--- config.mk ---
export PLATFORM = sky130hd
export DESIGN_NAME = ibuf_multi
export DESIGN_NICKNAME = d
export VERILOG_FILES = /design/src/rtl/ibuf_multi_pkg.sv /design/src/rtl/ibuf_multi.sv
export SDC_FILE = /design/constraint.sdc
export NUM_CORES = 2
export LEC_CHECK = 0
export BUFFER_PORTS_ARGS = -buffer_cell sky130_fd_sc_hd__buf_2
export CAP_MARGIN = 20
export CORE_UTILIZATION = 50
export CTS_BUF_LIST = sky130_fd_sc_hd__clkbuf_2 sky130_fd_sc_hd__clkbuf_4 sky130_fd_sc_hd__clkbuf_8
export DETAILED_ROUTE_END_ITERATION = 6
export PLACE_DENSITY = 0.68
export SLEW_MARGIN = 20
export SYNTH_ARGS = -nofsm -noshare
export SYNTH_HDL_FRONTEND = slang
export SYNTH_SLANG_ARGS = --single-unit
--- constraint.sdc ---
create_clock -name clk -period 17.8 [get_ports clk]
set_clock_uncertainty 0.05 [all_clocks]
set_input_delay 1.78 -clock clk [delete_from_list [all_inputs] [get_ports clk]]
set_output_delay 1.78 -clock clk [all_outputs]
set_load 0.005 [all_outputs]
--- src/rtl/ibuf_multi_pkg.sv ---
// Shared definitions for the multi-lane instruction buffer:
// exception codes and the stored entry layout.
package ibuf_multi_pkg;

   typedef enum logic [3:0] {
      NONE = 4'd0,
      INT  = 4'd1,
      ADEF = 4'd2,
      ALE  = 4'd3,
      SYS  = 4'd4,
      BRK  = 4'd5,
      INE  = 4'd6,
      IPE  = 4'd7
   } exception_t;

   typedef struct packed {
      logic [31:0] pc;
      logic [31:0] inst;
      logic        pred_taken;
      logic [31:0] pred_target;
      logic        have_exc;
      exception_t  exc_type;
   } ibuf_entry_t;

endpackage

--- src/rtl/ibuf_multi.sv ---
// In-order circular instruction buffer between fetch and decode: up to IN_WIDTH
// writes and OUT_WIDTH reads per cycle, clamped consume and sticky overflow.
module ibuf_multi
   import ibuf_multi_pkg::*;
#(
   parameter int unsigned DEPTH     = 16,
   parameter int unsigned IN_WIDTH  = 2,
   parameter int unsigned OUT_WIDTH = 2,
   parameter int unsigned SKID      = 1
) (
   input  logic                                 clk,
   input  logic                                 reset,
   input  logic                                 flush,
   input  logic                                 interrupt,
   input  logic [$clog2(IN_WIDTH+1)-1:0]        in_count,
   output logic                                 in_ready,
   input  logic [IN_WIDTH-1:0][31:0]            in_pc,
   input  logic [IN_WIDTH-1:0][31:0]            in_inst,
   input  logic [IN_WIDTH-1:0][31:0]            in_pred_target,
   input  logic [IN_WIDTH-1:0]                  in_pred_taken,
   input  logic [IN_WIDTH-1:0]                  in_have_exc,
   input  exception_t [IN_WIDTH-1:0]            in_exc_type,
   output logic [OUT_WIDTH-1:0]                 out_valid,
   output logic [OUT_WIDTH-1:0][31:0]           out_pc,
   output logic [OUT_WIDTH-1:0][31:0]           out_inst,
   output logic [OUT_WIDTH-1:0][31:0]           out_pred_target,
   output logic [OUT_WIDTH-1:0]                 out_pred_taken,
   output logic [OUT_WIDTH-1:0]                 out_have_exc,
   output exception_t [OUT_WIDTH-1:0]           out_exc_type,
   input  logic [$clog2(OUT_WIDTH+1)-1:0]       consume,
   output logic [$clog2(DEPTH+1)-1:0]           count,
   output logic                                 overflow
);

   localparam int unsigned PW        = $clog2(DEPTH);
   localparam int unsigned CW        = $clog2(DEPTH+1);
   localparam int unsigned READY_LIM = DEPTH - IN_WIDTH * (SKID + 1);

   typedef logic [PW-1:0] ptr_t;
   typedef logic [CW-1:0] cnt_t;

   // Pointers are exactly log2(DEPTH) bits, so truncation gives the modulo wrap.
   function automatic ptr_t ptr_add(input ptr_t p, input cnt_t off);
      return p + ptr_t'(off);
   endfunction

   function automatic cnt_t min_cnt(input cnt_t a, input cnt_t b);
      return (a < b) ? a : b;
   endfunction

   ibuf_entry_t mem [DEPTH];
   ptr_t        head;
   ptr_t        tail;
   cnt_t        eff_consume;
   cnt_t        free_slots;
   cnt_t        accepted;
   logic        write_excess;

   always_comb begin
      eff_consume  = min_cnt(cnt_t'(consume), count);
      free_slots   = cnt_t'(DEPTH) - count + eff_consume;
      accepted     = min_cnt(cnt_t'(in_count), free_slots);
      write_excess = cnt_t'(in_count) > free_slots;
   end

   assign in_ready = (count <= cnt_t'(READY_LIM));

   always_comb begin
      out_valid       = '0;
      out_pc          = '0;
      out_inst        = '0;
      out_pred_target = '0;
      out_pred_taken  = '0;
      out_have_exc    = '0;
      out_exc_type    = '0;
      for (int unsigned k = 0; k < OUT_WIDTH; k++) begin
         out_valid[k]       = count > cnt_t'(k);
         out_pc[k]          = mem[ptr_add(head, cnt_t'(k))].pc;
         out_inst[k]        = mem[ptr_add(head, cnt_t'(k))].inst;
         out_pred_target[k] = mem[ptr_add(head, cnt_t'(k))].pred_target;
         out_pred_taken[k]  = mem[ptr_add(head, cnt_t'(k))].pred_taken;
         out_have_exc[k]    = mem[ptr_add(head, cnt_t'(k))].have_exc;
         out_exc_type[k]    = mem[ptr_add(head, cnt_t'(k))].exc_type;
      end
      // Interrupt overrides only the presented lane 0; stored entry is untouched.
      if (interrupt) begin
         out_have_exc[0] = 1'b1;
         out_exc_type[0] = INT;
      end
   end

   always_ff @(posedge clk) begin
      if (reset) begin
         head     <= '0;
         tail     <= '0;
         count    <= '0;
         overflow <= 1'b0;
      end else if (flush) begin
         head  <= '0;
         tail  <= '0;
         count <= '0;
      end else begin
         tail  <= ptr_add(tail, accepted);
         head  <= ptr_add(head, eff_consume);
         count <= count + accepted - eff_consume;
         if (write_excess) overflow <= 1'b1;
      end
   end

   // Entry storage carries no reset; occupancy alone decides what is valid.
   always_ff @(posedge clk) begin
      if (!reset && !flush) begin
         for (int unsigned i = 0; i < IN_WIDTH; i++) begin
            if (cnt_t'(i) < accepted) begin
               mem[ptr_add(tail, cnt_t'(i))] <= '{
                  pc:          in_pc[i],
                  inst:        in_inst[i],
                  pred_taken:  in_pred_taken[i],
                  pred_target: in_pred_target[i],
                  have_exc:    in_have_exc[i],
                  exc_type:    in_exc_type[i]
               };
            end
         end
      end
   end

endmodule

After elaboration in Yosys (flattened, before gate mapping)
Memory sizes are Yosys's and may differ from the RTL's. A register that Yosys moved wholly into a read port is not among the register bits.
Index checks and enable logic that the tools add are counted.
Widths: inputs -> output; s select.

storage, ports and cells
  register bits after elaboration = 14
  bits in writable memories = 1632
  output and inout bits = 213
  logic and storage cells = 38
  memories kept = 1

memories
  memory  words  bits a word  rd ports  clocked after memory_dff  wr ports  RTL line          text
  mem     16     102          2         1                         2         ibuf_multi.sv:51  ibuf_entry_t mem [DEPTH];

operators by class
  $add $sub $neg = 8
  order comparisons = 8
  multiplexer cells = 11
  bitwise gates (word level) = 1
  reduce and logical (&&, ||, !) cells = 5

operators with widths
  kind                 count
  $add 5x5->5          2
  $gt 5x1->1 const B   2
  $lt 1x5->1 const A   2
  $lt 2x5->1           2
  $mux 5               2
  $add 4x1->4 const B  2
  $add 4x4->4          2
  $mux 4               2
  $mux 1               7
  $gt 2x5->1           1
  $le 5x4->1 const B   1
  $sub 5x5->5          1
  $sub 5x5->5 const A  1
  $logic_not 1->1      2
  $reduce_and 2->1     1
  $reduce_or 2->1      1
  $logic_and 1x1->1    1
  $not 1->1            1

Longest topological paths before layout
  depth in word-level cells = 9
  mapped depth = 24
  mapped depth without buffers = 23

Worst setup path after synthesis
OpenSTA, ideal clock, no wires.

  path type = input -> register
  start = in consume[1]
  end = mem mem[13][0] (netlist name) (enable)
  setup time = 0.718 ns
  arrival = 12.450 ns
  required time = 17.032 ns
  slack = 4.582 ns
  stages = 12
  path buffers = 0
  cells stage by stage = ha_1 -> a21oi_1 -> nor4_1 -> mux2_2 -> ha_1 -> ha_1 -> fa_1 -> xor2_1 -> a211oi_4 -> o21ai_0 -> mux2_2 -> o32ai_1

RTL lines
  what             RTL line          text
  start, declared  ibuf_multi.sv:30  input logic [$clog2(OUT_WIDTH+1)-1:0] consume,
  end, declared    ibuf_multi.sv:51

==> impl_metrics.toml <==
[critical_path]
crit_path_end_kind = "output pin"
critPathRequiredTime_ps = 15970
crit_arrival_ps = 6460
cp_max_fo = 58
crit_type = "flop to output pin"
start_kind = "flop"

[route]
dr.pass1.iters = 6
drt_wl_total_mm = 290
drtIter0Drc = 6510
drtAntennaViolNets = 0
vias = 55900
drc = 0
wire_per_inst_um = 36.0
routed_via_density = 6.94

[placed_design]
numPortBuffers = 424
dp_hpwl_mm = 157
routabilityCongestion = 0.775
place_ws_ps = 9080

[timing]
slew_viol_final = 0
fmax_ghz = 0.121
setup_tns_ps = 0
period_share_pct = 46.6
worst_pin_slew_ps = 1100
slew_headroom_pct = 26.7
finalSetupViolations = 0
period_needed_ps = 8290
grt_setup_unrepaired = "false"
hold_viol = 0
setup_ws_ps = 9510

[logic_synthesis]
synthFlopType = "edfxtp_1"
synth.distinct_cells = 48
netlist_instances = 5094
yosys.area.top_type = "edfxtp_1"
synth-async-reset-ratio_pct = 0
yosysTopAreaCellShare_pct = 51.5
ys_warn_count = 0
yosysSeqAreaShare_pct = 51.8
synth.area.top_cells = "edfxtp_1 52%, mux4_2 24%, mux2_2 14%"
syn_area_per_cell_um2 = 18.7
syn_area_um2 = 95100
synth_enable_flop_cells = 1632
ys_ff_latch = 1646

[cts]
path_clk_slew_ps = 60
clk_latency_ps = 1080
cts_resized = 0
clockBufferDepth = 4
clock-sinks = 1646
root_buffer = "clkbuf_8"
postCtsSetupRepairBufs = 0
cts_hold_buf = 0
htreeDepth = 5
cts_tree = "yes"
numCtsBuffers = 312

[floorplan]
chipHeight_um = 438
die_area_um2 = 192000
dieWidth_um = 438
num_rows = 159
initial_core_util_pct = 50.5
io_pins = 425
coreArea_um2 = 188000

[worst_hold_path]
hp-class = "flop to flop"

[run_status]
status = "complete, no violations"

[layout]
mostFrequentLayoutCell = "edfxtp_1"
area_growth_pct = 9.90
drive_above_1_share_pct = 58.1
nets = 5573
postLayoutCoreUtil_pct = 55.5
final_cell_mix = "1632 x edfxtp_1, 1166 x mux2_2, 1020 x mux4_2"

[power_and_ir_drop]
ir_drop_uv = 83.2
power.density_nw_per_um2 = 112
power_mw = 11.7
leakagePower_nw = 32.6

[global_route]
grt.total_usage_pct = 30.2
grt_start_max_net_pins = 127
grt.overflow.total = 0
grt_pass1_vias = 57600
grt_pass1_wl_mm = 416
antenna_found_initial = 71

[run]
drv_cap = 0
routing by layer:
metal  vias to the layer above  share of wire, %  global-route usage (%)
met3                       569               8.7                    6.00
li1                      22000                 -                       -
met5                         -             0.075                       0
met1                     30300                39                    41.3
met2                      2975                48                    47.9
met4                        36               3.4                    11.5
Yosys cell counts (6+ instances only):
cell / instances
edfxtp_1: 1632
mux2_2: 1166
mux4_2: 1020
mux2_1: 469
clkbuf_1: 354
buf_2: 98
buf_6: 62
buf_4: 53
buf_1: 47
ha_1: 22
nand2_1: 21
inv_1: 15
dfxtp_1: 14
nor2_1: 13
o22ai_1: 11
a21oi_1: 10
a21oi_2: 9
and2_1: 8
nor2b_1: 7
o21ai_0: 6
xnor2_1: 6
kinds of logic after synthesis:
| family | Yosys count | share of synthesized area (%) |
|---|---|---|
| AOI/OAI and AO/OA | 52 | 0.412 |
| xor gates and xnor gates | 11 | 0.101 |
| adders and majority gates | 27 | 0.395 |
| buffers and inverters | 629 | 3.31 |
| DFF | 1646 | 51.8 |
| muxes | 2657 | 43.5 |
| other | 1 | 0.00394 |
| and+or+nand+nor | 71 | 0.388 |
where the power goes:
group / switching [mW] / leakage (nW) / total (mW) / internal, mW
Clock: 1.63 / 2.99 / 3.56 / 1.93
Sequential: 0.0975 / 14.8 / 4.58 / 4.48
Combinational: 1.81 / 14.8 / 3.53 / 1.72
worst paths after layout:
| check | start | endpoint | slack (ps) | depth (start not counted) |
|---|---|---|---|---|
| worst min register to register | overflow | overflow | 450 | 2 |
| worst min-delay path | overflow | overflow | 450 | 2 |
| worst max register to register | count[1] | mem[14][31] | 10390 | 15 |
| worst max-delay path | head[0] | out_inst[59] | 9510 | 7 |
layout make-up:
class                   count  area [µm²]
diodes                     28        70.1
clock buffers             415        5100
clock inverters            98         577
fillers                 14600       83900
inverters                  15        56.3
multi-input cells        2823       43100
flip-flops and latches   1646       49300
well taps                2495        3120
repair buffers            536        3200
through the flow:
stage	cells	hold slack, ps	area (µm²)
after floorplan	5098	386	95100
after global placement	7514	431	98700
after detailed placement	7515	444	98700
after CTS	8028	451	104000
after global routing	8052	470	104000
final	8056	448	104000
flip-flops by register name, summed over array words and instances, names as in the netlist:
signal	count
tail	4
head	4
mem	1632
count	5
overflow	1
worst max-delay path, stage by stage, from the launching register on:
cell and delay [ps]:
dfxtp_4 730, buf_4 660, buf_4 770, buf_4 840, buf_4 860, mux4_2 640
mux4_2 520, buf_2 150
No activity file was read; power rests on OpenSTA's default activity.
